**config.mk**
```make
export PLATFORM = sky130hd
export DESIGN_NAME = tx_flit_scheduler
export DESIGN_NICKNAME = d
export VERILOG_FILES = /design/src/rtl/tx_flit_scheduler.sv
export SDC_FILE = /design/constraint.sdc
export NUM_CORES = 1
export LEC_CHECK = 0
export CORE_AREA = 5 5 204 206
export DETAILED_ROUTE_END_ITERATION = 7
export DIE_AREA = 0 0 209 211
export PLACE_DENSITY = 0.59
export SKIP_LAST_GASP = 1
export SYNTH_ARGS = -nofsm -noshare
export SYNTH_HDL_FRONTEND = slang
export SYNTH_SLANG_ARGS = --single-unit
```
**constraint.sdc**
```tcl
create_clock -name nocclk -period 11.8 [get_ports nocclk]
set_clock_uncertainty 0.1 [all_clocks]
set_input_delay 3.54 -clock nocclk [delete_from_list [all_inputs] [get_ports nocclk]]
set_output_delay 3.54 -clock nocclk [all_outputs]
set_load 0.05 [all_outputs]
```
**src/rtl/tx_flit_scheduler.sv**
```systemverilog
// Arbitrates ack/forward/local flit buffers onto the single NoC tx port.
// Data flits stay outstanding until acked and are resent on timeout, up to MAX_RETRY times.
module tx_flit_scheduler #(
  parameter int FLIT_W    = 128,
  parameter int TIMEOUT   = 256,
  parameter int MAX_RETRY = 3,
  parameter int ACK_BURST = 4
) (
  input  logic              nocclk,
  input  logic              rst,
  input  logic              ack_vld,
  input  logic [FLIT_W-1:0] ack_flit,
  output logic              ack_pop,
  input  logic              fwd_vld,
  input  logic [FLIT_W-1:0] fwd_flit,
  output logic              fwd_pop,
  input  logic              loc_vld,
  input  logic [FLIT_W-1:0] loc_flit,
  output logic              loc_pop,
  output logic [FLIT_W-1:0] tx_flit,
  output logic              tx_vld,
  input  logic              tx_rdy,
  input  logic              ack_rcvd,
  output logic              busy,
  output logic [1:0]        grant_src,
  output logic              retry_err
);

  localparam int TMR_W = $clog2(TIMEOUT);
  localparam int RTY_W = $clog2(MAX_RETRY + 1);
  localparam int BST_W = $clog2(ACK_BURST + 1);

  localparam logic [1:0] SRC_NONE = 2'd0;
  localparam logic [1:0] SRC_ACK  = 2'd1;
  localparam logic [1:0] SRC_FWD  = 2'd2;
  localparam logic [1:0] SRC_LOC  = 2'd3;

  typedef enum logic [1:0] {IDLE, SEND, WAIT_ACK} state_t;

  state_t             state, next_state;
  logic [FLIT_W-1:0]  hold_q;
  logic [1:0]         src_q;
  logic               rr_loc_q;
  logic [BST_W-1:0]   burst_q;
  logic [TMR_W-1:0]   timer_q;
  logic [RTY_W-1:0]   retry_q;
  logic               retry_err_q;

  logic               data_req;
  logic               burst_full;
  logic               timeout;
  logic [1:0]         sel;
  logic [FLIT_W-1:0]  sel_flit;
  logic               do_grant;
  logic               drop;

  assign data_req   = fwd_vld | loc_vld;
  assign burst_full = (burst_q == BST_W'(ACK_BURST));
  assign timeout    = (timer_q == TMR_W'(TIMEOUT - 1));

  // Ack wins unless its burst allowance is used up while data is waiting.
  always_comb begin
    sel      = SRC_NONE;
    sel_flit = '0;
    if (ack_vld && !(data_req && burst_full)) begin
      sel      = SRC_ACK;
      sel_flit = ack_flit;
    end else if (data_req) begin
      if ((rr_loc_q && loc_vld) || (!rr_loc_q && !fwd_vld)) begin
        sel      = SRC_LOC;
        sel_flit = loc_flit;
      end else begin
        sel      = SRC_FWD;
        sel_flit = fwd_flit;
      end
    end
  end

  always_comb begin
    next_state = state;
    do_grant   = 1'b0;
    drop       = 1'b0;
    case (state)
      IDLE: begin
        if (sel != SRC_NONE) begin
          do_grant   = 1'b1;
          next_state = SEND;
        end
      end
      SEND: begin
        if (tx_rdy) next_state = (src_q == SRC_ACK) ? IDLE : WAIT_ACK;
      end
      WAIT_ACK: begin
        if (ack_rcvd) begin
          next_state = IDLE;
        end else if (timeout) begin
          if (retry_q < RTY_W'(MAX_RETRY)) begin
            next_state = SEND;
          end else begin
            next_state = IDLE;
            drop       = 1'b1;
          end
        end
      end
      default: next_state = IDLE;
    endcase
  end

  always_ff @(posedge nocclk or posedge rst) begin
    if (rst) begin
      state       <= IDLE;
      hold_q      <= '0;
      src_q       <= SRC_NONE;
      rr_loc_q    <= 1'b0;
      burst_q     <= '0;
      timer_q     <= '0;
      retry_q     <= '0;
      retry_err_q <= 1'b0;
    end else begin
      state <= next_state;

      if (do_grant) begin
        hold_q <= sel_flit;
        src_q  <= sel;
        if (sel == SRC_ACK) begin
          burst_q <= data_req ? burst_q + BST_W'(1) : '0;
        end else begin
          burst_q  <= '0;
          rr_loc_q <= (sel == SRC_FWD);
        end
      end

      if (state == SEND && tx_rdy)
        timer_q <= '0;
      else if (state == WAIT_ACK && !timeout)
        timer_q <= timer_q + TMR_W'(1);

      if (state == WAIT_ACK) begin
        if (ack_rcvd)
          retry_q <= '0;
        else if (timeout)
          retry_q <= drop ? '0 : retry_q + RTY_W'(1);
      end

      if (drop) retry_err_q <= 1'b1;
    end
  end

  // Pops are combinational so the head is sampled on the same edge it is consumed.
  assign ack_pop   = do_grant && (sel == SRC_ACK) && !rst;
  assign fwd_pop   = do_grant && (sel == SRC_FWD) && !rst;
  assign loc_pop   = do_grant && (sel == SRC_LOC) && !rst;
  assign tx_vld    = (state == SEND);
  assign tx_flit   = (state == SEND) ? hold_q : '0;
  assign busy      = (state != IDLE);
  assign grant_src = (state == IDLE) ? SRC_NONE : src_q;
  assign retry_err = retry_err_q;

endmodule

```
# Word-level counts from Yosys, hierarchy flattened
# Cells that the tools add are included.
totals:
  reg_bits: 147
  latch_bits: 0
  mem_bits_rw: 0
  mem_bits_ro: 0
  inputBits: 391
  output_inout_bits: 136
  elab_cells: 79
  memories: 0
op_classes:
  add_sub_neg: 3
  mul: 0
  div_mod_pow: 0
  order_cmp: 1
  eq_ne: 11
  n_shift: 0
  mux: 28
  bitwise_logic: 2
  n_reduce_logical: 26
ops:
  columns: ["op", "n"]
  rows:
  - ["$mux W128", 4]
  - ["$mux W2", 11]
  - ["$mux W8", 2]
  - ["$logic_and A1 B1 Y1", 12]
  - ["$add A8 B1 Y8 const B", 1]
  - ["$eq A8 B8 Y1 const B", 1]
  - ["$mux W1", 8]
  - ["$reduce_bool A2 Y1", 4]
  - ["$eq A2 B1 Y1 const B", 3]
  - ["$eq A2 B2 Y1 const B", 3]
  - ["$mux W3", 2]
  - ["$pmux W2 S3", 1]
  - ["$logic_not A1 Y1", 5]
  - ["$reduce_and A2 Y1", 2]
  - ["$add A3 B1 Y3 const B", 1]
  - ["$eq A3 B3 Y1 const B", 1]
  - ["$ne A3 B3 Y1 const B", 1]
  - ["$reduce_and A3 Y1", 1]
  - ["$add A2 B1 Y2 const B", 1]
  - ["$logic_not A2 Y1", 1]
  - ["$lt A2 B2 Y1 const B", 1]
  - ["$ne A2 B1 Y1 const B", 1]
  - ["$ne A2 B2 Y1 const B", 1]
  - ["$logic_or A1 B1 Y1", 1]
  - ["2 further kinds", 2]

# Depth between registers and ports, before layout
# Gate-level depths: netlist (run 1).
depth:
  ltp_word: 11
  mapped_depth: 8
  ltp_nobuf: 6

# Least setup slack after synthesis (run 1)
# OpenSTA, ideal clock, no wires.
synth_path:
  kind: "in2out"
  start: "input port rst"
  end: "output port loc_pop"
  t_arrival_ns: 7.506
  required_time_ns: 8.160
  slack_ns: 0.654
  cell_stages: 2
  path_buffers: 0
  path_cell_list: "inv_1 -> and4_1"
synth_via:
  elab_chain_cells: 2
synth_rtl:
  columns: ["item", "line", "text"]
  rows:
  - ["start: declaration", "10", "input logic rst,"]
  - ["$logic_not A1 Y1", "152", "assign loc_pop = do_grant && (sel == SRC_LOC) && !rst;"]
  - ["$logic_and A1 B1 Y1", "152", null]
  - ["end: declaration", "19", "output logic loc_pop,"]
# No other way between the ends.

# Final worst setup path (run 1)
layout_path:
  start: "input port loc_vld"
  end: "output port fwd_pop"
layout_via:
  elab_chain_cells: 10
  elab_cells_between_ends: 15
  classes_between: "eq/ne: 1; mux: 5; bitwise: 1; reduce/logical: 8"
layout_rtl:
  columns: ["item", "line", "text"]
  rows:
  - ["start: declaration", "17", "input logic loc_vld,"]
  - ["$logic_and A1 B1 Y1 / $or A1 B1 Y1 (equally long branches)", "69, 57", null]
  - ["$logic_or A1 B1 Y1 / $logic_and A1 B1 Y1 (equally long branches)", "69, 65", null]
  - ["$mux W1 / $logic_not A1 Y1 (equally long branches)", "69, 65", null]
  - ["$mux W2 / $logic_and A1 B1 Y1 (equally long branches)", "68, 65", null]
  - ["$mux W2 (*)", "65", "if (ack_vld && !(data_req && burst_full)) begin"]
  - ["$reduce_bool A2 Y1", "85", "if (sel != SRC_NONE) begin"]
  - ["$mux W1", "85", null]
  - ["$mux W1", "83", "case (state)"]
  - ["$logic_and A1 B1 Y1 (*) (2 in series)", "151", "assign fwd_pop = do_grant && (sel == SRC_FWD) && !rst;"]
  - ["end: declaration", "16", "output logic fwd_pop,"]
# Mark *: on every way between the ends. The rest lies on a longest branch, timed or not.

==> metrics.md, run 1 <==
| Metric | Value |
|---|---|
| HPWL Detailed | 27500 um |
| Cts bufs inserted | 17 |
| Max Buffers Root-to-Sink | 2 |
| Final hold viol count | 0 |
| Post-route ant nets | 0 |
| Diode count | 0 |
| Leak | 5.94 nW |
| Status | completed |
| First-pass GRT wire length | 56800 um |
| TNS Setup | 0 ns |
| Fin nets | 1766 |
| Die area | 44100 um^2 |
| Residual DRC | 0 |
| CP Class | primary input to output pin |
| Initial antenna violation count | 3 |
| Clock latency on the worst-skew pair | 0.43 ns |
| First-pass DRT Iterations | 4 |
| Syn. warnings | 0 |
| DIE HEIGHT | 211 um |
| Synth-to-Final Area Change | 71.8% |
| Std cell rows | 73 |
| Core area | 39500 um^2 |
| Syn nets | 1297 |
| GPL Wtd Cong | 0.882 |
| Crit path capture type | output pin |
| EDFF count, synth | 0 |
| Total number of vias | 8871 |
| Postcts setup bufs | 0 |
| Max Fanout on Critical Path | 61 |
| Unrepaired setup endpoints after global routing | no |
| Initial Util | 22.0% |
| Vias per cell | 4.65 |
| Final Setup Violations | 0 |
| Post-CTS Hold Buffers | 0 |
| Drt total wl | 37700 um |
| CTS tree | built |
| Mapped Area | 8690 um^2 |
| Number of I/O port buffers | 526 |
| Horiz. Die Dim | 209 um |
| Tot Pwr | 3.85 mW |
| R2R depth | 5 |
| Max Freq | 102 MHz |
| Synth Area per Inst | 9.64 um^2 |
| Max Transition Viols Final | 0 |
| Worst Hold Class | flip-flop to flip-flop |
| Reg-to-reg slack, setup | 8.60 ns |
| Slew @ Worst Pin | 1.27 ns |
| Layout cell share with drive strength beyond 1 | 3.68% |
| Crit path launch type | primary input |
| Reg clk slew, reported paths | 0.06 ns |
| Synth cell types | 39 |
| Initial drt markers | 383 |
| Tot GR Track Use | 16.4% |
| Async SR Flop Fraction | 100% |
| Largest net degree at the start of global routing | 128 |
| Critical path arrival | 6.19 ns |
| H-tree levels | 4 |
| Routed WL per cell | 19.7 um |
| Hold path depth | 2 |
| Max-capacitance violation count | 0 |
| VDD IR max | 0.142 mV |
| PwrDens | 258 nW/um^2 |
| Post-synthesis instance total | 902 |
| # IOs | 527 |
| Max_slew headroom | 15.1% |
| Vias in the first global route | 9493 |
| Grt total ovfl | 0 |
| Register area share after synthesis | 42.3% |
| Clock root buffer master | clkbuf_16 |
| Minimum clock period | 9.83 ns |
| Synth Flop Type | dfrtp_1 |
| Worst EP required | 8.16 ns |
| Fin crit share | 83.3% |
| Post-cts resize count | 0 |
| Clk sink count | 147 |
| Post-synthesis register bit count | 147 |
-- power by group --
part | internal (mW) | switching (mW) | total [mW] | leakage, nW
logic | 0.863 | 1.54 | 2.41 | 3.81
clock network | 0.355 | 0.222 | 0.577 | 0.296
registers | 0.739 | 0.129 | 0.867 | 1.83
-- sequential cells by signal, indices dropped and copies added (netlist names) --
signal	cells
retry_q	2
burst_q	3
timer_q	8
rr_loc_q	1
hold_q	128
state	2
src_q	2
retry_err	1
-- cells in the final DEF (no fill, tap or decap), types with 9 or more instances in the layout --
master,Yosys,layout
o21ai_1,35,35
mux2i_1,131,131
o21ai_0,36,36
a32oi_1,62,62
o211ai_1,70,70
nand2_1,77,77
clkdlybuf4s50_1,0,526
dfrtp_1,147,147
clkbuf_16,0,17
nand3_1,70,70
and2_1,132,131
buf_4,0,9
-- through the flow --
step / worst slack (ns) / area [um^2] / hold WS, ns / instances / utilization, %
6_report: 1.97 / 14900 / 0.383 / 1909 / 37.9
5_1_grt: 1.77 / 14900 / 0.406 / 1909 / 37.9
4_1_cts: 1.93 / 14900 / 0.390 / 1909 / 37.9
3_5_place_dp: 1.93 / 14300 / 0.373 / 1877 / 36.3
3_3_place_gp: 1.95 / 14300 / 0.370 / 1877 / 36.3
2_1_floorplan: 0.654 / 8690 / 0.349 / 902 / -
-- cell usage after synthesis, types with 2 or more instances --
cell type | count | share of area [%]
buf_6 | 5 | 0.65
buf_2 | 49 | 2.8
o21ai_2 | 2 | 0.20
clkbuf_1 | 31 | 1.3
o21ai_1 | 35 | 2.0
ha_1 | 4 | 0.58
o21a_1 | 2 | 0.17
a32oi_1 | 62 | 6.2
nor2_1 | 6 | 0.26
nor2b_1 | 3 | 0.22
inv_1 | 8 | 0.35
nand2b_1 | 3 | 0.22
and2_1 | 132 | 9.5
o21ai_0 | 36 | 2.1
dfrtp_1 | 147 | 42
mux2i_1 | 131 | 15
nor3b_1 | 2 | 0.17
nand2_1 | 77 | 3.3
and4_1 | 2 | 0.20
o31ai_1 | 3 | 0.26
o211ai_1 | 70 | 6.0
nand4_1 | 6 | 0.43
nand3_1 | 70 | 4.0
-- layout make-up --
type	count	area [um^2]
clock buffers	24	492
clock inverters	8	124
fillers	4043	24500
inverters	8	35.0
multi-input cells	661	4600
flip-flops and latches	147	3680
well taps	525	657
repair buffers	536	5350
-- worst paths after layout --
kind / startpoint / endpoint
setup / recovery: loc_vld / fwd_pop
hold / removal: hold_q[54] / hold_q[54]
setup reg to reg: state[0] / timer_q[7]
hold reg to reg: hold_q[54] / hold_q[54]
max in group asynchronous: rst / hold_q[90]
min in group asynchronous: rst / hold_q[118]
-- worst max-delay path: stages --
cell and delay (ns):
clkdlybuf4s50_1 0.57, or2_1 0.28, a21boi_2 0.26, nand2_4 0.40, nor3b_2 0.30, clkdlybuf4s50_1 0.83
-- logic make-up (layout without fill, tap and decap cells) --
logic type      Yosys count  in the layout  share of synthesized area (%)
compound gates          218            218                           17.8
flops                   147            147                           42.3
xor+xnor                  1              1                          0.101
buf+inv                  94            576                           5.20
fa+ha+maj                 4              4                          0.576
mux                     132            132                           15.2
simple gates            306            306                           18.8
-- metal layers --
layer,vias to the layer above,track usage (%),routed length [um]
met5,-,0,21
met4,4,4.07,674
met3,31,5.66,2850
met2,360,28.2,18700
met1,4240,19.6,15500
li1,4236,-,-
No activity file was read; power rests on OpenSTA's default activity.
==> run 2, diff against run 1 <==
--- a/config.mk
+++ b/config.mk
@@ -5,10 +5,10 @@
 export SDC_FILE = /design/constraint.sdc
 export NUM_CORES = 1
 export LEC_CHECK = 0
-export CORE_AREA = 5 5 204 206
+export CORE_AREA = 5 5 203 205
 export DETAILED_ROUTE_END_ITERATION = 7
-export DIE_AREA = 0 0 209 211
-export PLACE_DENSITY = 0.59
+export DIE_AREA = 0 0 208 210
+export PLACE_DENSITY = 0.62
 export SKIP_LAST_GASP = 1
 export SYNTH_ARGS = -nofsm -noshare
 export SYNTH_HDL_FRONTEND = slang
==> constraint.sdc (replaced) <==
create_clock -name nocclk -period 8.3 [get_ports nocclk]
set_clock_uncertainty 0.1 [all_clocks]
set_input_delay 2.49 -clock nocclk [delete_from_list [all_inputs] [get_ports nocclk]]
set_output_delay 2.49 -clock nocclk [all_outputs]
set_load 0.05 [all_outputs]
==> run 2 against run 1 <==
Compared with the run above:
- sequential share of layout area about the same
- sequential power up 41%
- highest routed layer is now met4
- critical path depth stayed put
- count of clock-buffer cells in the layout decreased by 1
- core utilization increased by 0.10 points
- global-route usage rose by 0.24 points
- critical path type unchanged
==> metrics.md, run 2 (synthesis results as in run 1) <==
| Metric | Value |
|---|---|
| Status | completed |
| CP Class | primary input to output pin |
| Max Transition Viols Final | 0 (unchanged) |
| Synth-to-Final Area Change | 71.5% |
| Worst EP required | 5.71 ns (-2.45 ns) |
| TNS Setup | 0 ns (unchanged) |
| Largest net degree at the start of global routing | 148 (+16%) |
| Final hold viol count | 0 (unchanged) |
| Core area | 39300 um^2 (-0.46%) |
| Postcts setup bufs | 0 (unchanged) |
| Vias per cell | 4.70 (+1.1%) |
| Minimum clock period | 7.44 ns |
| Tot Pwr | 5.41 mW (+41%) |
| Reg2Reg Capture Point | rr_loc_q |
| Crit path capture type | output pin |
| Unrepaired setup endpoints after global routing | no |
| Max Buffers Root-to-Sink | 2 (unchanged) |
| Clk sink count | 147 (unchanged) |
| Critical path's slowest cell | clkdlybuf4s50_1 |
| Max-capacitance violation count | 0 (unchanged) |
| GPL Wtd Cong | 0.847 (-3.9%) |
| Horiz. Die Dim | 208 um (-0.48%) |
| DIE HEIGHT | 210 um (-0.47%) |
| Crit path buf inv count | 2 (unchanged) |
| Max_slew headroom | 22.4% (+7.3 points) |
| PwrDens | 363 nW/um^2 (+41%) |
| Total number of vias | 8989 (+1.3%) |
| Commonest non-fill, non-tap cells in the layout | clkdlybuf4s50_1 (526), dfrtp_1 (147), mux2i_1 (131), and2_1 (131), nand2_1 (77) |
| Fin crit share | 89.7% |
| VDD IR max | 0.286 mV (+100%) |
| Post-CTS Hold Buffers | 0 (unchanged) |
| Leading cell type in the layout, fill and taps excluded | clkdlybuf4s50_1 |
| Diode count | 0 (unchanged) |
| Leak | 5.93 nW (about the same) |
| Drt total wl | 37600 um (-0.14%) |
| Reg clk slew, reported paths | 0.06 ns (about the same) |
| Delay-heaviest family, CP | buffers and inverters |
| Biggest register | hold_q |
| Hold path depth | 2 (unchanged) |
| Hold Path End | hold_q[66] |
| Core Util, Final | 38.0% (+0.10 points) |
| Initial Util | 22.1% (+0.10 points) |
| H-tree levels | 4 (unchanged) |
| Residual DRC | 0 (unchanged) |
| Hold Startpoint | hold_q[66] |
| Tot GR Track Use | 16.6% (+0.24 points) |
| First-pass DRT Iterations | 5 (+1) |
| Max Freq | 134 MHz |
| Initial drt markers | 363 (-5.2%) |
| Routed WL per cell | 19.7 um (-0.34%) |
| Top flop regs | hold_q x128, timer_q x8, burst_q x3 |
| Final Setup Violations | 0 (unchanged) |
| Layout cell share with drive strength beyond 1 | 3.96% (+0.28 points) |
| CTS tree | built |
| Clock root buffer master | clkbuf_16 |
| Critical path cell sequence | clkdlybuf4s50_1 -> o211ai_1 -> and2_4 -> a21o_1 -> and4_1 -> clkdlybuf4s50_1 |
| CP peak stage delay | 0.81 ns (-0.02 ns) |
| Critical path arrival | 4.85 ns (-1.34 ns) |
| Std cell rows | 73 (unchanged) |
| First-pass GRT wire length | 57500 um (+1.1%) |
| Fin nets | 1770 (+0.23%) |
| Cts bufs inserted | 17 (unchanged) |
| Slew @ Worst Pin | 1.16 ns (-0.107 ns) |
| Crit path launch type | primary input |
| HPWL Detailed | 27500 um (-0.11%) |
| Max FFs per register | 128 (unchanged) |
| Number of I/O port buffers | 526 (unchanged) |
| Worst Hold Class | flip-flop to flip-flop |
| Die area | 43700 um^2 (-0.95%) |
| Clock latency on the worst-skew pair | 0.44 ns (about the same) |
| Reg-to-reg slack, setup | 5.43 ns (-3.17 ns) |
| Max Fanout on Critical Path | 24 (-61%) |
| Post-cts resize count | 0 (unchanged) |
| Vias in the first global route | 9609 (+1.2%) |
| Crit-path most repeated cell | clkdlybuf4s50_1 |
| # IOs | 527 (unchanged) |
| Post-route ant nets | 0 (unchanged) |
| Initial antenna violation count | 1 (-2) |
| RR Startpoint | burst_q[0] |
| Grt total ovfl | 0 (unchanged) |
| R2R depth | 8 (+3) |
==> run 2: per-layer routing <==
metal  up-vias  routed length [um]  GRT usage, %
met4         0                 792          4.53
met5         -                   0             0
li1       4251                   -             -
met3        36                2580          5.42
met1      4343               15400          20.1
met2       359               18900          28.5
==> run 2: area by class of cell <==
class	instances	area [um^2]
timing repair buffer	540	5380
fill	3940	24400
clock inverter	9	80.1
tap	525	657
multi-input combinational	661	4600
clock buffer	23	478
sequential	147	3680
inverter	8	33.8
==> run 2: worst max path at each step <==
stage / start / cells past startpoint / endpoint / slack (ns)
after CTS: loc_vld / 6 / loc_pop / 0.84
final: loc_vld / 6 / loc_pop / 0.86
after floorplan: rst / 2 / loc_pop / 0.42
after global routing: loc_vld / 6 / loc_pop / 0.73
after global placement: loc_vld / 6 / loc_pop / 0.82
after detailed placement: loc_vld / 6 / loc_pop / 0.85
==> run 2: stage by stage <==
stage | worst slack, ns | cells | cell area, um^2 | hold WS, ns
floorplan | 0.415 | 902 | 8700 | 0.349
global placement | 0.818 | 1881 | 14400 | 0.367
detailed placement | 0.849 | 1881 | 14400 | 0.377
CTS | 0.843 | 1913 | 14900 | 0.391
global route | 0.729 | 1913 | 14900 | 0.409
finish | 0.856 | 1913 | 14900 | 0.386
==> run 2: power by group <==
part	switching (mW)	internal, mW
registers	0.170	1.05
logic	2.21	1.23
clock network	0.323	0.435
total	2.70	2.71
==> run 2: tightest hold or removal path, delay by kind of cell (launching register included) <==
family	cells	cell delay, ns
simple gates	1	0.05
compound gates	1	0.07
flops	1	0.33
==> run 3, diff against run 2 <==
--- a/config.mk
+++ b/config.mk
@@ -9,7 +9,6 @@
 export DETAILED_ROUTE_END_ITERATION = 7
 export DIE_AREA = 0 0 208 210
 export PLACE_DENSITY = 0.62
-export SKIP_LAST_GASP = 1
 export SYNTH_ARGS = -nofsm -noshare
 export SYNTH_HDL_FRONTEND = slang
 export SYNTH_SLANG_ARGS = --single-unit
==> results of run 3 <==
Final layout, timing and power as in run 2 (identical DEF).
